===== src/rtl/lcd_ctrl.sv =====
// rtl/lcd_ctrl.sv - write-only character LCD bus sequencer with setup/pulse/hold/exec timing
module lcd_ctrl #(
    parameter int unsigned T_SETUP = 2,
    parameter int unsigned T_PULSE = 12,
    parameter int unsigned T_HOLD  = 2,
    parameter int unsigned T_EXEC  = 2000
) (
    input  logic        clk_i,
    input  logic        rst_ni,
    input  logic [31:0] lcd_word_i,
    output logic        lcd_on_o,
    output logic        lcd_rs_o,
    output logic        lcd_rw_o,
    output logic        lcd_en_o,
    output logic [7:0]  lcd_data_o,
    output logic        busy_o,
    output logic        ack_o
);

    typedef enum logic [2:0] {
        S_IDLE,
        S_SETUP,
        S_PULSE,
        S_HOLD,
        S_EXEC
    } state_t;

    // Reload values: each timed state lasts exactly its parameter, counting down to zero.
    localparam logic [15:0] C_SETUP = 16'(T_SETUP - 1);
    localparam logic [15:0] C_PULSE = 16'(T_PULSE - 1);
    localparam logic [15:0] C_HOLD  = 16'(T_HOLD - 1);
    localparam logic [15:0] C_EXEC  = 16'(T_EXEC - 1);

    state_t      r_state, w_state_n;
    logic [15:0] r_cnt, w_cnt_n;
    logic        r_on;
    logic        r_rs, w_rs_n;
    logic [7:0]  r_data, w_data_n;
    logic        r_en, w_en_n;
    logic        r_req, w_req_n;
    logic        r_ack, w_ack_n;

    logic        w_on;
    logic        w_req;
    logic        w_pending;
    logic        w_cnt_zero;
    logic [15:0] w_cnt_dec;
    logic        w_unused;

    assign w_on       = lcd_word_i[31];
    assign w_req      = lcd_word_i[30];
    assign w_pending  = (w_req != r_ack);
    assign w_cnt_zero = (r_cnt == 16'd0);
    assign w_cnt_dec  = r_cnt - 16'd1;
    assign w_unused   = ^{lcd_word_i[29:10], lcd_word_i[8]};

    // State and output registers; reset drops the strobe and every output at once.
    always_ff @(posedge clk_i or negedge rst_ni) begin
        if (!rst_ni) begin
            r_state <= S_IDLE;
            r_cnt   <= 16'd0;
            r_on    <= 1'b0;
            r_rs    <= 1'b0;
            r_data  <= 8'h00;
            r_en    <= 1'b0;
            r_req   <= 1'b0;
            r_ack   <= 1'b0;
        end else begin
            r_state <= w_state_n;
            r_cnt   <= w_cnt_n;
            r_on    <= w_on;
            r_rs    <= w_rs_n;
            r_data  <= w_data_n;
            r_en    <= w_en_n;
            r_req   <= w_req_n;
            r_ack   <= w_ack_n;
        end
    end

    // Next-state and next-output logic; the bus word is only sampled on the accept edge.
    always_comb begin
        w_state_n = r_state;
        w_cnt_n   = r_cnt;
        w_rs_n    = r_rs;
        w_data_n  = r_data;
        w_req_n   = r_req;
        w_ack_n   = r_ack;
        case (r_state)
            S_IDLE: begin
                if (w_pending && w_on) begin
                    w_state_n = S_SETUP;
                    w_cnt_n   = C_SETUP;
                    w_rs_n    = lcd_word_i[9];
                    w_data_n  = lcd_word_i[7:0];
                    w_req_n   = w_req;
                end
            end
            S_SETUP: begin
                if (w_cnt_zero) begin
                    w_state_n = S_PULSE;
                    w_cnt_n   = C_PULSE;
                end else begin
                    w_cnt_n   = w_cnt_dec;
                end
            end
            S_PULSE: begin
                if (w_cnt_zero) begin
                    w_state_n = S_HOLD;
                    w_cnt_n   = C_HOLD;
                end else begin
                    w_cnt_n   = w_cnt_dec;
                end
            end
            S_HOLD: begin
                if (w_cnt_zero) begin
                    w_state_n = S_EXEC;
                    w_cnt_n   = C_EXEC;
                end else begin
                    w_cnt_n   = w_cnt_dec;
                end
            end
            S_EXEC: begin
                if (w_cnt_zero) begin
                    w_state_n = S_IDLE;
                    w_cnt_n   = 16'd0;
                    w_ack_n   = r_req;
                end else begin
                    w_cnt_n   = w_cnt_dec;
                end
            end
            default: begin
                w_state_n = S_IDLE;
                w_cnt_n   = 16'd0;
            end
        endcase
        // Registered strobe: high for exactly the cycles spent in PULSE.
        w_en_n = (w_state_n == S_PULSE);
    end

    assign lcd_on_o   = r_on;
    assign lcd_rs_o   = r_rs;
    assign lcd_rw_o   = 1'b0;
    assign lcd_en_o   = r_en;
    assign lcd_data_o = r_data;
    assign busy_o     = (r_state != S_IDLE);
    assign ack_o      = r_ack;

endmodule


===== config.mk =====
export PLATFORM = sky130hd
export DESIGN_NAME = lcd_ctrl
export DESIGN_NICKNAME = d
export VERILOG_FILES = /design/src/rtl/lcd_ctrl.sv
export SDC_FILE = /design/constraint.sdc
export NUM_CORES = 1
export LEC_CHECK = 0
export CORE_MARGIN = 3
export CORE_UTILIZATION = 35
export CTS_CLUSTER_DIAMETER = 50
export CTS_CLUSTER_SIZE = 16
export DETAILED_ROUTE_END_ITERATION = 8
export HOLD_SLACK_MARGIN = 0.12
export MAX_ROUTING_LAYER = met4
export SETUP_SLACK_MARGIN = 0.5
export SLEW_MARGIN = 20
export SYNTH_ARGS = -nofsm -noshare
export SYNTH_HDL_FRONTEND = slang
export SYNTH_SLANG_ARGS = --single-unit
export TNS_END_PERCENT = 50

===== constraint.sdc =====
create_clock -name clk_i -period 2.35 [get_ports clk_i]
set_input_delay 0.235 -clock clk_i [delete_from_list [all_inputs] [get_ports clk_i]]
set_output_delay 0.235 -clock clk_i [all_outputs]
set_load 0.01 [all_outputs]

==> results of run 1 <==
## layer usage
layer | vias up | global-route usage | part of all wire
met4 | 0 | 0.06036 | 0.0076
met2 | 40 | 0.2470 | 0.53
met1 | 662 | 0.1704 | 0.42
met3 | 4 | 0.04241 | 0.044
met5 | - | - | 0
li1 | 645 | - | -
## area by class of cell
cell class / count / area (um^2) / area share
flip-flops and latches: 32 / 800.8 / 0.3516
repair buffers: 47 / 434.2 / 0.1907
inverters: 3 / 11.26 / 0.004945
multi-input cells: 110 / 872.1 / 0.3830
clock buffers: 7 / 96.34 / 0.04231
well taps: 50 / 62.56 / 0.02747
## per-stage QoR
step | hold WS [ns] | utilization
after floorplan | -0.06059 | -
after global placement | 0.4835 | 0.4658
after detailed placement | 0.4943 | 0.4658
after CTS | 0.3770 | 0.5164
after global routing | 0.3913 | 0.5420
final | 0.3589 | 0.5420
## logic make-up (layout without fill, tap and decap cells)
| kind of cell | count (synthesis) | after routing | share of synthesized area |
|---|---|---|---|
| AO/OA/AOI/OAI | 39 | 39 | 0.1619 |
| XOR/XNOR | 3 | 3 | 0.01642 |
| adder cells (fa/ha/maj) | 1 | 1 | 0.007817 |
| buffers and inverters | 11 | 57 | 0.03440 |
| flip-flops | 32 | 32 | 0.5004 |
| multiplexers | 13 | 13 | 0.09226 |
| other | 1 | 1 | 0.002343 |
| AND/OR/NAND/NOR | 53 | 53 | 0.1845 |
## state kept, by name (all words and copies together), names as in the netlist
name and flops:
ack_o 1, lcd_data_o 8, r_cnt 16, lcd_rs_o 1, r_state 3, lcd_on_o 1
lcd_en_o 1, r_req 1
## what timing repair did
item                                    in CTS  in global routing
endpoints found under the setup margin      22                 22
pin swaps                                    8                 11
buffers inserted                             9                  3
hold buffers                                 0                  0
resized for setup                           12                 23
## power by group through the flow
stage                     logic, mW  registers, mW  clock network [mW]
after floorplan               0.138          0.692                   0
after global placement        0.197          0.698                   0
after CTS                     0.250          0.691               0.469
after global routing          0.327          0.709               0.494
final                         0.288          0.699               0.454
after detailed placement      0.205          0.707                   0
## path summary, 6_finish.rpt
path | end | slack (ns) | depth (start not counted)
worst max-delay path | r_cnt[13] | 0.25 | 6
worst min-delay path | r_cnt[10] | 0.36 | 2
worst max register to register | r_cnt[13] | 0.25 | 6
worst min register to register | lcd_data_o[3] | 0.50 | 1
max in group asynchronous | lcd_data_o[4] | 1.69 | 2
min in group clk_i | lcd_on_o | 0.46 | 1
## cell usage after synthesis (all sizes together) (2+ instances only)
| cell | n | area (um^2) |
|---|---|---|
| buf | 4 | 28.78 |
| o32ai | 2 | 17.52 |
| nand2 | 15 | 56.30 |
| nor3 | 3 | 15.01 |
| o211ai | 2 | 15.01 |
| o2bb2ai | 2 | 17.52 |
| dfrtp | 32 | 800.8 |
| nor4 | 3 | 33.78 |
| or2 | 2 | 12.51 |
| a21oi | 7 | 35.03 |
| a21o | 4 | 31.28 |
| clkbuf | 4 | 15.01 |
| mux2i | 2 | 20.02 |
| xnor2 | 2 | 17.52 |
| o31ai | 4 | 30.03 |
| o21ai | 11 | 55.05 |
| or4 | 4 | 33.78 |
| and2 | 2 | 12.51 |
| nor2 | 11 | 41.29 |
| mux2 | 11 | 127.6 |
| or3 | 5 | 32.53 |
| nand3 | 3 | 20.02 |
| inv | 3 | 11.26 |
## worst max-delay path, stage by stage (launching register included)
cell	delay, ns
dfrtp_1	0.40
buf_4	0.15
or4_4	0.56
nor4_2	0.22
nand2b_1	0.13
or3_2	0.42
mux2i_1	0.14
==> metrics.txt, run 1 <==
I/O pins between 40 and 50; PnR worst setup slack about 0.25 ns; Chip Height between 70 and 80 um; clock power share 0.315; FMAX 475.9 MHz; CTS Buf Count 5; synth warn 0; max capacitance violation total 0; Syn Std Cell Area around 1600 um^2; CP Capture Type register; CTS max path bufs 2; Netlist cell types 46; antenna violations before repair 0; total power approximately 1.4 mW; DRT Pass-1 Iters 4; ANT cells 0; Die W approximately 74 um; via count 1351; # port buffers 25; CTS Sinks 32; layout cells sized above 1 0.3417; All-Layer GR Usage 0.1497; Crit Path Category reg -> reg; synthesized instance count 153; worst slack at placement between 0.08 and 0.09 ns; root buf cell clkbuf_8; post-route cell area around 2300 um^2; commonest cells after routing, fill and taps aside dfrtp_1 (32), clkdlybuf4s50_1 (25), buf_4 (17); routability cong. about 0.83; crit path launch type register; Final Skew between 0.005 and 0.006 ns; clk_lat worst skew roughly 0.28 ns; EDFF count, synth 0; Placement Rows 23; Async SR Flop Fraction 1.000; final setup vio count 0; total negative slack 0 ns; most common cell after layout, fill and taps aside dfrtp_1; placed inst area ~2000 um^2; wire per inst 15.39 um; Detailed Route Iter0 Violations 88; synthesized net count 188; number of global-route vias before repair around 1.4k; Pint between 1 and 1.5 mW; total core area about 4200 um^2; syn avg cell area around 10 um^2; final hold violation count 0; clock slew at reported path FFs about 0.070 ns; H-tree depth 2; Sw Pwr 409.0 uW; global route overflow 0; pin count of the biggest net entering global routing 33; Total Nets Final between 200 and 250; part of the cycle the worst path needs 0.8942; post-route insts no fill ~250; drt total wl 3.832 mm; Comb pwr share 0.200; fin crit period 2.101 ns; RR Startpoint r_cnt[1]; via/cell ratio ~5.4; CTS tree built; Seq/Total Area, Yosys 0.5004; CP required 2.55 ns; Lkg Pwr roughly 0.98 nW; Starting Density 0.3809; most used flip-flop cell after synthesis dfrtp_1; RSZ-0062 raised after global routing yes; CP arrival between 2 and 2.5 ns; Final Max Slew Viols 0; DP Wirelength approximately 2.4 mm; highest net fanout along the worst path 4; worst min path class in -> async; antenna-violating nets left 0; VDD IR max a little over 0.0004 V; FILL cells around 370; Seq pwr share 0.485; pwr/cell area around 630 nW/um^2; register bit total from synthesis 32; # DRC 0; sw frac 0.2837; first-pass GRT wire length slightly above 6 mm; Die ar. ~5400 um^2; area grow syn2layout 42.30%; status completed; dpl cells between 200 and 250; Crit. Startpoint r_cnt[1]
No activity file was read; power rests on OpenSTA's default activity.
==> run 2, diff against run 1 <==
Settings changed: CORE_UTILIZATION 35 to 42, PLACE_DENSITY set to 0.75.
==> run 2 against run 1 <==
Effect of this change: global-route usage is 4.4 points higher; hold slack worse by 0.017 ns; design area is 1.8% lower; flip-flop and latch count stayed put; fmax is 0.29% higher; worst setup slack better by 0.0061 ns; sequential share of layout area is 0.63 points higher; first-iteration DRC count is 11% lower; die area is 15% lower; critical path type unchanged.
==> metrics.txt, run 2 (same netlist as run 1, synthesis figures left out) <==
status completed; DRT Pass-1 Iters 4 (unchanged); fin crit period 2.095 ns (-0.006065 ns); max capacitance violation total 0 (unchanged); Die ar. 4587 um^2 (-15%); drt total wl 3.817 mm (-0.39%); crit path launch type register; Max Used Layer met4; first-pass GRT wire length 6.244 mm (+2.4%); CTS Buf Count 5 (unchanged); utilization after layout 0.6402 (+0.09818); FMAX 477.2 MHz (+0.29%); FILL cells 258 (-31%); CP required 2.52 ns (-0.03 ns); worst slack at placement 0.1384 ns (+0.05028 ns); clock slew at reported path FFs 0.07 ns (about the same); RSZ-0062 raised after global routing yes; Final Skew 0.004970 ns (-0.0004345 ns); antenna violations before repair 0 (unchanged); pin count of the biggest net entering global routing 33 (unchanged); antenna-violating nets left 0 (unchanged); Lkg Pwr 0.9643 nW (-1.6%); Met2 Routed Length 1.990 mm (-1.3%); area of the multi-input gates 862.1 um^2 (-1.1%); Detailed Route Iter0 Violations 78 (-11%); wire per inst 15.64 um (+1.6%); CP cell instances or4_4 -> nor4_4 -> and2_4 -> nand3_2 -> mux2_4; Die W 67.73 um (-8.0%); max reg flops 16 (unchanged); commonest cells after routing, fill and taps aside dfrtp_1 (32), clkdlybuf4s50_1 (25), buf_4 (17); CP Capture Type register; layout cells sized above 1 0.3081 (-0.03363); Reg with most FFs r_cnt; most common cell after layout, fill and taps aside dfrtp_1; final setup vio count 0 (unchanged); CTS tree built; number of global-route vias before repair 1368 (-4.6%); Crit Path Category reg -> reg; post-route insts no fill 244 (-2.0%); post-route cell area 2237 um^2 (-1.8%); Placement Rows 21 (-8.7%); via/cell ratio 5.508 (+1.5%); Slowest cell on crit path or4_4; part of the cycle the worst path needs 0.8917 (-0.002581); worst min path class in -> async; DP Wirelength 2.544 mm (+5.8%); Final Max Slew Viols 0 (unchanged); total negative slack 0 ns (unchanged); # port buffers 25 (unchanged); total power 1.413 mW (-2.0%); WL met3 174 um (+3.6%); VDD IR max 0.0003562 V (-12%); highest net fanout along the worst path 4 (unchanged); pwr/cell area 631.5 nW/um^2 (-0.25%); via count 1344 (-0.52%); routability cong. 0.7691 (-7.7%); I/O pins 48 (unchanged); PnR worst setup slack 0.2546 ns (+0.006065 ns); CTS max path bufs 2 (unchanged); Total Nets Final 232 (-0.85%); global route overflow 0 (unchanged); final hold violation count 0 (unchanged); total core area 3495 um^2 (-17%); placed inst area 1959 um^2 (+0.13%); final hold slack 0.3423 ns (-0.01662 ns); dpl cells 227 (-1.3%); Hold-fix buffers, CTS 0 (unchanged); wl on met1 1.562 mm (-3.3%); CP arrival 2.27 ns (-0.03 ns); # DRC 0 (unchanged); Starting Density 0.4579 (+0.07705); H-tree depth 2 (unchanged); CTS Sinks 32 (unchanged); root buf cell clkbuf_8; All-Layer GR Usage 0.1941 (+0.04434); CP peak stage delay 0.59 ns (+0.03 ns); Register Area 800.8 um^2 (unchanged); ANT cells 0 (unchanged); clk_lat worst skew 0.29 ns (about the same); area grow syn2layout 39.80%; Chip Height 67.73 um (-8.0%)
## run 2: report_power, final
part | internal, mW | switching, mW
registers | 0.623 | 0.0725
clock network | 0.238 | 0.206
logic | 0.140 | 0.134
## run 2: cell type report
class / count / share of cell area
inverters: 3 / 0.005034
flip-flops and latches: 32 / 0.3579
clock buffers: 7 / 0.03859
well taps: 46 / 0.02573
multi-input cells: 110 / 0.3853
clock inverters: 1 / 0.003356
repair buffers: 45 / 0.1840
## run 2: critical path, delay by kind of cell, from the launching register on
kind	cells	cell delay, ns
and+or+nand+nor	4	1.30
DFF	1	0.38
muxes	1	0.31
## run 2: final timing paths
check | slack [ns] | start | cells past startpoint | endpoint
worst max-delay path | 0.25 | r_cnt[8] | 5 | ack_o
worst min-delay path | 0.34 | rst_ni | 2 | r_cnt[11]
worst max register to register | 0.25 | r_cnt[8] | 5 | ack_o
worst min register to register | 0.51 | lcd_data_o[0] | 1 | lcd_data_o[0]
max in group asynchronous | 1.72 | rst_ni | 2 | lcd_on_o
min in group clk_i | 0.49 | lcd_word_i[31] | 1 | lcd_on_o
## run 2: timing repair
action,in CTS,in global routing
endpoints found under the setup margin,22,22
buffers inserted,9,0
endpoints found under the hold margin,0,0
pin swaps,12,4
resized for setup,19,6
## run 2: routing by layer
metal | vias up | track usage
met5 | - | -
li1 | 643 | -
met1 | 653 | 0.2184
met3 | 9 | 0.07321
met2 | 39 | 0.3062
met4 | 0 | 0.08608
